## config.mk

```make
export PLATFORM = sky130hd
export DESIGN_NAME = axi4_read_stream_master
export DESIGN_NICKNAME = d
export VERILOG_FILES = /design/src/rtl/axi4_read_stream_master.sv
export SDC_FILE = /design/constraint.sdc
export NUM_CORES = 2
export LEC_CHECK = 0
export BUFFER_PORTS_ARGS = -buffer_cell sky130_fd_sc_hd__buf_2
export CORE_ASPECT_RATIO = 0.6
export CORE_MARGIN = 2
export CORE_UTILIZATION = 29
export CTS_CLUSTER_DIAMETER = 120
export CTS_CLUSTER_SIZE = 40
export DETAILED_ROUTE_END_ITERATION = 6
export SLEW_MARGIN = 20
export SYNTH_ARGS = -nofsm -noshare
export SYNTH_HDL_FRONTEND = slang
export SYNTH_SLANG_ARGS = --single-unit
```

## constraint.sdc

```tcl
create_clock -name aclk -period 13.9 [get_ports aclk]
set_input_delay 2.78 -clock aclk [delete_from_list [all_inputs] [get_ports aclk]]
set_output_delay 2.78 -clock aclk [all_outputs]
set_load 0.005 [all_outputs]
```

## src/rtl/axi4_read_stream_master.sv

```systemverilog
// rtl/axi4_read_stream_master.sv - AXI4 burst reader feeding an AXI4-Stream through a FWFT FIFO (optional: AXI4_RSTREAM_RRESP_CHECK_EN)
module axi4_read_stream_master #(
  parameter int AXI_ID_WIDTH   = 4,
  parameter int AXI_ADDR_WIDTH = 32,
  parameter int AXI_LEN_WIDTH  = 8,
  parameter int AXI_DATA_SIZE  = 2,
  parameter int AXI_DATA_WIDTH = (8 << AXI_DATA_SIZE),
  parameter int MAX_BURST      = 16,
  parameter int FIFO_PTR_WIDTH = 6,
  parameter int COUNT_WIDTH    = 24
) (
  input  logic                      aresetn,
  input  logic                      aclk,
  input  logic                      start,
  input  logic [AXI_ADDR_WIDTH-1:0] base_addr,
  input  logic [COUNT_WIDTH-1:0]    total_beats,
  output logic                      busy,
  output logic                      done,
  output logic                      err,
  output logic [AXI_ID_WIDTH-1:0]   m_axi4_arid,
  output logic [AXI_ADDR_WIDTH-1:0] m_axi4_araddr,
  output logic [AXI_LEN_WIDTH-1:0]  m_axi4_arlen,
  output logic [2:0]                m_axi4_arsize,
  output logic [1:0]                m_axi4_arburst,
  output logic                      m_axi4_arlock,
  output logic [3:0]                m_axi4_arcache,
  output logic [2:0]                m_axi4_arprot,
  output logic [3:0]                m_axi4_arqos,
  output logic                      m_axi4_arvalid,
  input  logic                      m_axi4_arready,
  input  logic [AXI_ID_WIDTH-1:0]   m_axi4_rid,
  input  logic [AXI_DATA_WIDTH-1:0] m_axi4_rdata,
  input  logic [1:0]                m_axi4_rresp,
  input  logic                      m_axi4_rlast,
  input  logic                      m_axi4_rvalid,
  output logic                      m_axi4_rready,
  output logic [AXI_DATA_WIDTH-1:0] m_axis_tdata,
  output logic                      m_axis_tlast,
  output logic                      m_axis_tvalid,
  input  logic                      m_axis_tready
);

  localparam int DEPTH = 1 << FIFO_PTR_WIDTH;
  localparam int FW    = FIFO_PTR_WIDTH + 1;
  // Wide enough for fifo_count + reserved + a page-limited burst length
  localparam int SW    = FIFO_PTR_WIDTH + 16;

  typedef enum logic [1:0] {S_IDLE, S_ISSUE, S_DRAIN} state_t;

  state_t                    state;
  logic [AXI_ADDR_WIDTH-1:0] addr;
  logic [COUNT_WIDTH-1:0]    remaining;
  logic [COUNT_WIDTH-1:0]    total;
  logic [COUNT_WIDTH-1:0]    out_count;
  logic [SW-1:0]             cur_len;
  logic [FW-1:0]             reserved;

  logic [AXI_DATA_WIDTH-1:0] mem [DEPTH];
  logic [FIFO_PTR_WIDTH-1:0] wr_ptr;
  logic [FIFO_PTR_WIDTH-1:0] rd_ptr;
  logic [FW-1:0]             fifo_count;

  logic [12:0]               page_beats;
  logic [SW-1:0]             rem_cap;
  logic [SW-1:0]             burst_len;
  logic                      space_ok;
  logic                      ar_fire;
  logic                      r_fire;
  logic                      t_fire;

  assign m_axi4_arid    = '0;
  assign m_axi4_arsize  = 3'(AXI_DATA_SIZE);
  assign m_axi4_arburst = 2'b01;
  assign m_axi4_arlock  = 1'b0;
  assign m_axi4_arcache = 4'b0011;
  assign m_axi4_arprot  = 3'b000;
  assign m_axi4_arqos   = 4'b0000;

  // Space is reserved before each AR, so R beats can always be taken while busy
  assign m_axi4_rready = busy;

  assign ar_fire = m_axi4_arvalid && m_axi4_arready;
  assign r_fire  = m_axi4_rvalid && m_axi4_rready;
  assign t_fire  = m_axis_tvalid && m_axis_tready;

  assign m_axis_tvalid = (fifo_count != '0);
  assign m_axis_tdata  = mem[rd_ptr];
  assign m_axis_tlast  = m_axis_tvalid && (out_count == total - COUNT_WIDTH'(1));

  // Next burst length: limited by MAX_BURST, beats left, and the 4 KB page end
  always_comb begin
    page_beats = (13'h1000 - {1'b0, addr[11:0]}) >> AXI_DATA_SIZE;
    rem_cap    = (remaining > COUNT_WIDTH'(MAX_BURST)) ? SW'(MAX_BURST) : SW'(remaining);
    burst_len  = (rem_cap < SW'(page_beats)) ? rem_cap : SW'(page_beats);
    space_ok   = (SW'(fifo_count) + SW'(reserved) + burst_len) <= SW'(DEPTH);
  end

  // Command FSM: latches the command, issues AR bursts, waits for the final stream beat
  always_ff @(posedge aclk or negedge aresetn) begin
    if (!aresetn) begin
      state          <= S_IDLE;
      busy           <= 1'b0;
      done           <= 1'b0;
      addr           <= '0;
      remaining      <= '0;
      total          <= '0;
      out_count      <= '0;
      cur_len        <= '0;
      m_axi4_arvalid <= 1'b0;
      m_axi4_araddr  <= '0;
      m_axi4_arlen   <= '0;
    end else begin
      done <= 1'b0;
      if (t_fire) out_count <= out_count + COUNT_WIDTH'(1);
      case (state)
        S_IDLE: begin
          if (start) begin
            if (total_beats != '0) begin
              addr      <= base_addr & ~AXI_ADDR_WIDTH'((1 << AXI_DATA_SIZE) - 1);
              remaining <= total_beats;
              total     <= total_beats;
              out_count <= '0;
              busy      <= 1'b1;
              state     <= S_ISSUE;
            end else begin
              done <= 1'b1;
            end
          end
        end
        S_ISSUE: begin
          if (m_axi4_arvalid) begin
            if (m_axi4_arready) begin
              m_axi4_arvalid <= 1'b0;
              addr           <= addr + (AXI_ADDR_WIDTH'(cur_len) << AXI_DATA_SIZE);
              remaining      <= remaining - COUNT_WIDTH'(cur_len);
              if (remaining == COUNT_WIDTH'(cur_len)) state <= S_DRAIN;
            end
          end else if (space_ok) begin
            m_axi4_arvalid <= 1'b1;
            m_axi4_araddr  <= addr;
            m_axi4_arlen   <= AXI_LEN_WIDTH'(burst_len - SW'(1));
            cur_len        <= burst_len;
          end
        end
        S_DRAIN: begin
          if (t_fire && m_axis_tlast) begin
            done  <= 1'b1;
            busy  <= 1'b0;
            state <= S_IDLE;
          end
        end
        default: state <= S_IDLE;
      endcase
    end
  end

  // Beats granted on AR but not yet landed in the FIFO
  always_ff @(posedge aclk or negedge aresetn) begin
    if (!aresetn) begin
      reserved <= '0;
    end else begin
      reserved <= reserved + (ar_fire ? FW'(cur_len) : FW'(0)) - (r_fire ? FW'(1) : FW'(0));
    end
  end

  // FIFO pointers and occupancy
  always_ff @(posedge aclk or negedge aresetn) begin
    if (!aresetn) begin
      wr_ptr     <= '0;
      rd_ptr     <= '0;
      fifo_count <= '0;
    end else begin
      if (r_fire) wr_ptr <= wr_ptr + FIFO_PTR_WIDTH'(1);
      if (t_fire) rd_ptr <= rd_ptr + FIFO_PTR_WIDTH'(1);
      fifo_count <= fifo_count + (r_fire ? FW'(1) : FW'(0)) - (t_fire ? FW'(1) : FW'(0));
    end
  end

  // FIFO storage write; read side is fall-through from rd_ptr
  always_ff @(posedge aclk) begin
    if (r_fire) mem[wr_ptr] <= m_axi4_rdata;
  end

`ifdef AXI4_RSTREAM_RRESP_CHECK_EN
  // Sticky read-response error, cleared by a new command
  always_ff @(posedge aclk or negedge aresetn) begin
    if (!aresetn) begin
      err <= 1'b0;
    end else if (state == S_IDLE && start) begin
      err <= 1'b0;
    end else if (r_fire && m_axi4_rresp != 2'b00) begin
      err <= 1'b1;
    end
  end
  logic unused_inputs;
  assign unused_inputs = &{1'b0, m_axi4_rid, m_axi4_rlast};
`else
  assign err = 1'b0;
  logic unused_inputs;
  assign unused_inputs = &{1'b0, m_axi4_rid, m_axi4_rlast, m_axi4_rresp};
`endif

endmodule

```

==> out/results.ini <==
[clock_tree]
cts_tree = yes
root_buffer = clkbuf_16
clk_path_buf_depth = 3
post_cts_resized = 0
clock_latency_ns = 0.78
path_clk_slew_ns = 0.16
post_cts_buffers = 0
clock-sinks = 2241
cts_hold_buf = 0
htreeDepth = 3
cts_buffers = 69

[finish]
drive_gt1_share_pct = 25.7
layout_commonest_cell = edfxtp_1
finalNetCount = 4749
final_cell_mix = edfxtp_1 (2048), mux4_2 (672), nand2_1 (192), dfrtp_1 (187), buf_2 (144)
syn_to_final_growth_pct = 9.73
nFillCells = 29400

[critical_path]
setup.worst_path.class = flop to output port
cp.required_ns = 11.12
end_kind = output port
crit_fanout = 99
arrival_ns = 5.73
start_kind = flop
rrSetupSlack_ns = 5.56

[floorplanning]
die_area_um2 = 317000
fp.dieH_um = 437
num_rows = 158
initial_core_util_pct = 29.2
coreArea_um2 = 310000
die_w_um = 725
ioPinCount = 201

[global_route]
grt_util_all_layers_pct = 14.7
grt_pass1_vias = 43400
grt_max_degree = 133
antenna_found_initial = 23
gr-total-overflow = 0
grt_pass1_wl_mm = 335

[drt]
route.detailed.drc = 0
wire_per_inst_um = 27.4
avgViaCountPerCell = 5.12
ant_nets = 0
dr_total_vias = 44700
drtPass1Iterations = 5
routed_wl_mm = 239
drt_iter0_drc = 6762

[placed_design]
portBuffers = 167
gp_congestion = 0.850
post-place-ws_ns = 5.73
hpwl_mm = 140

[sta]
grt_setup_unrepaired = no
tightest_slew_ns = 1.19
min_period_ns = 8.51
final_critical_path_setup_slack_ns = 5.39
hold_viol = 0
clock.fmax_mhz = 117
fin_tns_setup_ns = 0
fin_worst_skew_ns = 0.123
slew_headroom_pct = 20.4
finalSetupViolCount = 0
min_period_over_period_pct = 61.2
slew_violations = 0

[pwr]
peakVddDrop_v = 0.000158
fin_total_pwr_mw = 18.2
power_density_nw_per_um2 = 183
p_leak_nw = 30.9

[synthesis]
syn_area_um2 = 90500
yosysSeqAreaShare_pct = 73.3
synthFlopType = edfxtp_1
async_reset_ff_share_pct = 8.61
netlist_instances = 4420
syn_area_per_cell_um2 = 20.5
yosysUniqueCellTypes = 74
synth_edf_count = 2048
synth_warnings = 0
ys_seq_elements = 2241

[hold_path]
hold_path_class = flop to flop

[run_status]
status = finished clean

[flow_run]
maxCapViolCount = 0

-- per-layer routing --
metal	global-route usage [%]	vias to the layer above	part of all wire [%]
met4	2.69	2	1.9
met2	20.9	1992	43
met5	0	-	0.0029
met3	3.09	185	9.9
met1	23.1	24400	46
li1	-	18100	-
-- flip-flops by register name, indices dropped and copies added (netlist names), 8 cells and up --
| name | flops |
|---|---|
| out_count | 24 |
| remaining | 24 |
| addr | 30 |
| cur_len | 22 |
| total | 24 |
| mem | 2048 |
| m_axi4_arlen | 8 |
| m_axi4_araddr | 30 |
-- worst paths after layout --
check | startpoint | to | depth (start not counted)
worst max-delay path | rd_ptr[0] | m_axis_tdata[13] | 7
worst min-delay path | m_axi4_araddr[4] | m_axi4_araddr[4] | 1
worst max register to register | remaining[5] | m_axi4_araddr[27] | 26
worst min register to register | m_axi4_araddr[4] | m_axi4_araddr[4] | 1
max in group asynchronous | aresetn | reserved[2] | 3
min in group asynchronous | aresetn | m_axi4_araddr[30] | 1
-- Yosys cell counts (4+ instances only) --
cell type,instances,area share [%]
nor3_1,30,0.17
a21oi_1,92,0.51
inv_1,88,0.37
and3_1,16,0.11
mux4_2,672,17
nand3b_1,8,0.066
o21a_1,7,0.058
or3_1,11,0.076
a31oi_1,20,0.14
nor3b_1,6,0.050
buf_4,25,0.21
nor2_1,183,0.76
o211ai_1,10,0.083
mux2_2,45,0.56
buf_2,7,0.039
edfxtp_1,2048,68
nand3_1,38,0.21
and2_1,18,0.12
nand2_1,192,0.80
o22ai_1,7,0.048
fa_1,12,0.27
or4_1,4,0.033
a211o_1,5,0.048
nand2b_1,12,0.083
clkbuf_1,159,0.66
xor2_1,60,0.58
xnor2_1,67,0.65
nor2b_1,15,0.10
nor4_1,21,0.15
a41oi_1,5,0.048
mux2i_1,6,0.066
buf_1,52,0.22
o21ai_0,74,0.41
o21bai_1,7,0.058
a21o_1,22,0.18
ha_1,89,1.2
a211oi_1,10,0.083
dfrtp_1,193,5.3
or2_2,12,0.083
a22oi_1,4,0.033
a21boi_0,5,0.041
nand4_1,17,0.12
-- layout make-up --
type / instances / area (um^2) / area share [%]
diodes: 8 / 20.0 / 0.0202
clock buffers: 82 / 1780 / 1.79
clock inverters: 13 / 345 / 0.348
inverters: 89 / 334 / 0.337
multi-input cells: 1874 / 23400 / 23.6
flip-flops and latches: 2241 / 66300 / 66.8
well taps: 4160 / 5200 / 5.24
repair buffers: 272 / 1830 / 1.85
-- stage by stage --
step | std cells | cell area (um^2) | util (%) | hold slack, ns
after floorplan | 4448 | 90600 | - | 0.446
after global placement | 8631 | 97000 | 31.3 | 0.482
after detailed placement | 8633 | 97000 | 31.3 | 0.488
after CTS | 8728 | 99100 | 32.0 | 0.524
after global routing | 8733 | 99200 | 32.1 | 0.541
final | 8739 | 99300 | 32.1 | 0.521
-- cell families after synthesis --
kind of cell,after synthesis,synth area share [%]
muxes,723,17.4
AOI/OAI and AO/OA,295,2.01
and+or+nand+nor,598,3.08
other,2,0.00830
DFF,2241,73.3
buffers and inverters,333,1.50
adders and majority gates,101,1.50
xor gates and xnor gates,127,1.23
-- critical path, cell delays in order, from the launching register on --
cell and delay, ns:
dfrtp_4 0.77, buf_4 0.69, buf_12 0.60, buf_4 0.64, mux4_2 0.60, mux4_2 0.51
mux4_2 0.65, buf_2 0.21
-- where the power goes --
part | internal [mW] | switching (mW) | total, mW
logic | 3.17 | 3.79 | 6.96
clock network | 0.973 | 2.03 | 3.00
registers | 7.75 | 0.459 | 8.21
total | 11.9 | 6.27 | 18.2
(Power assumes the default switching activity.)
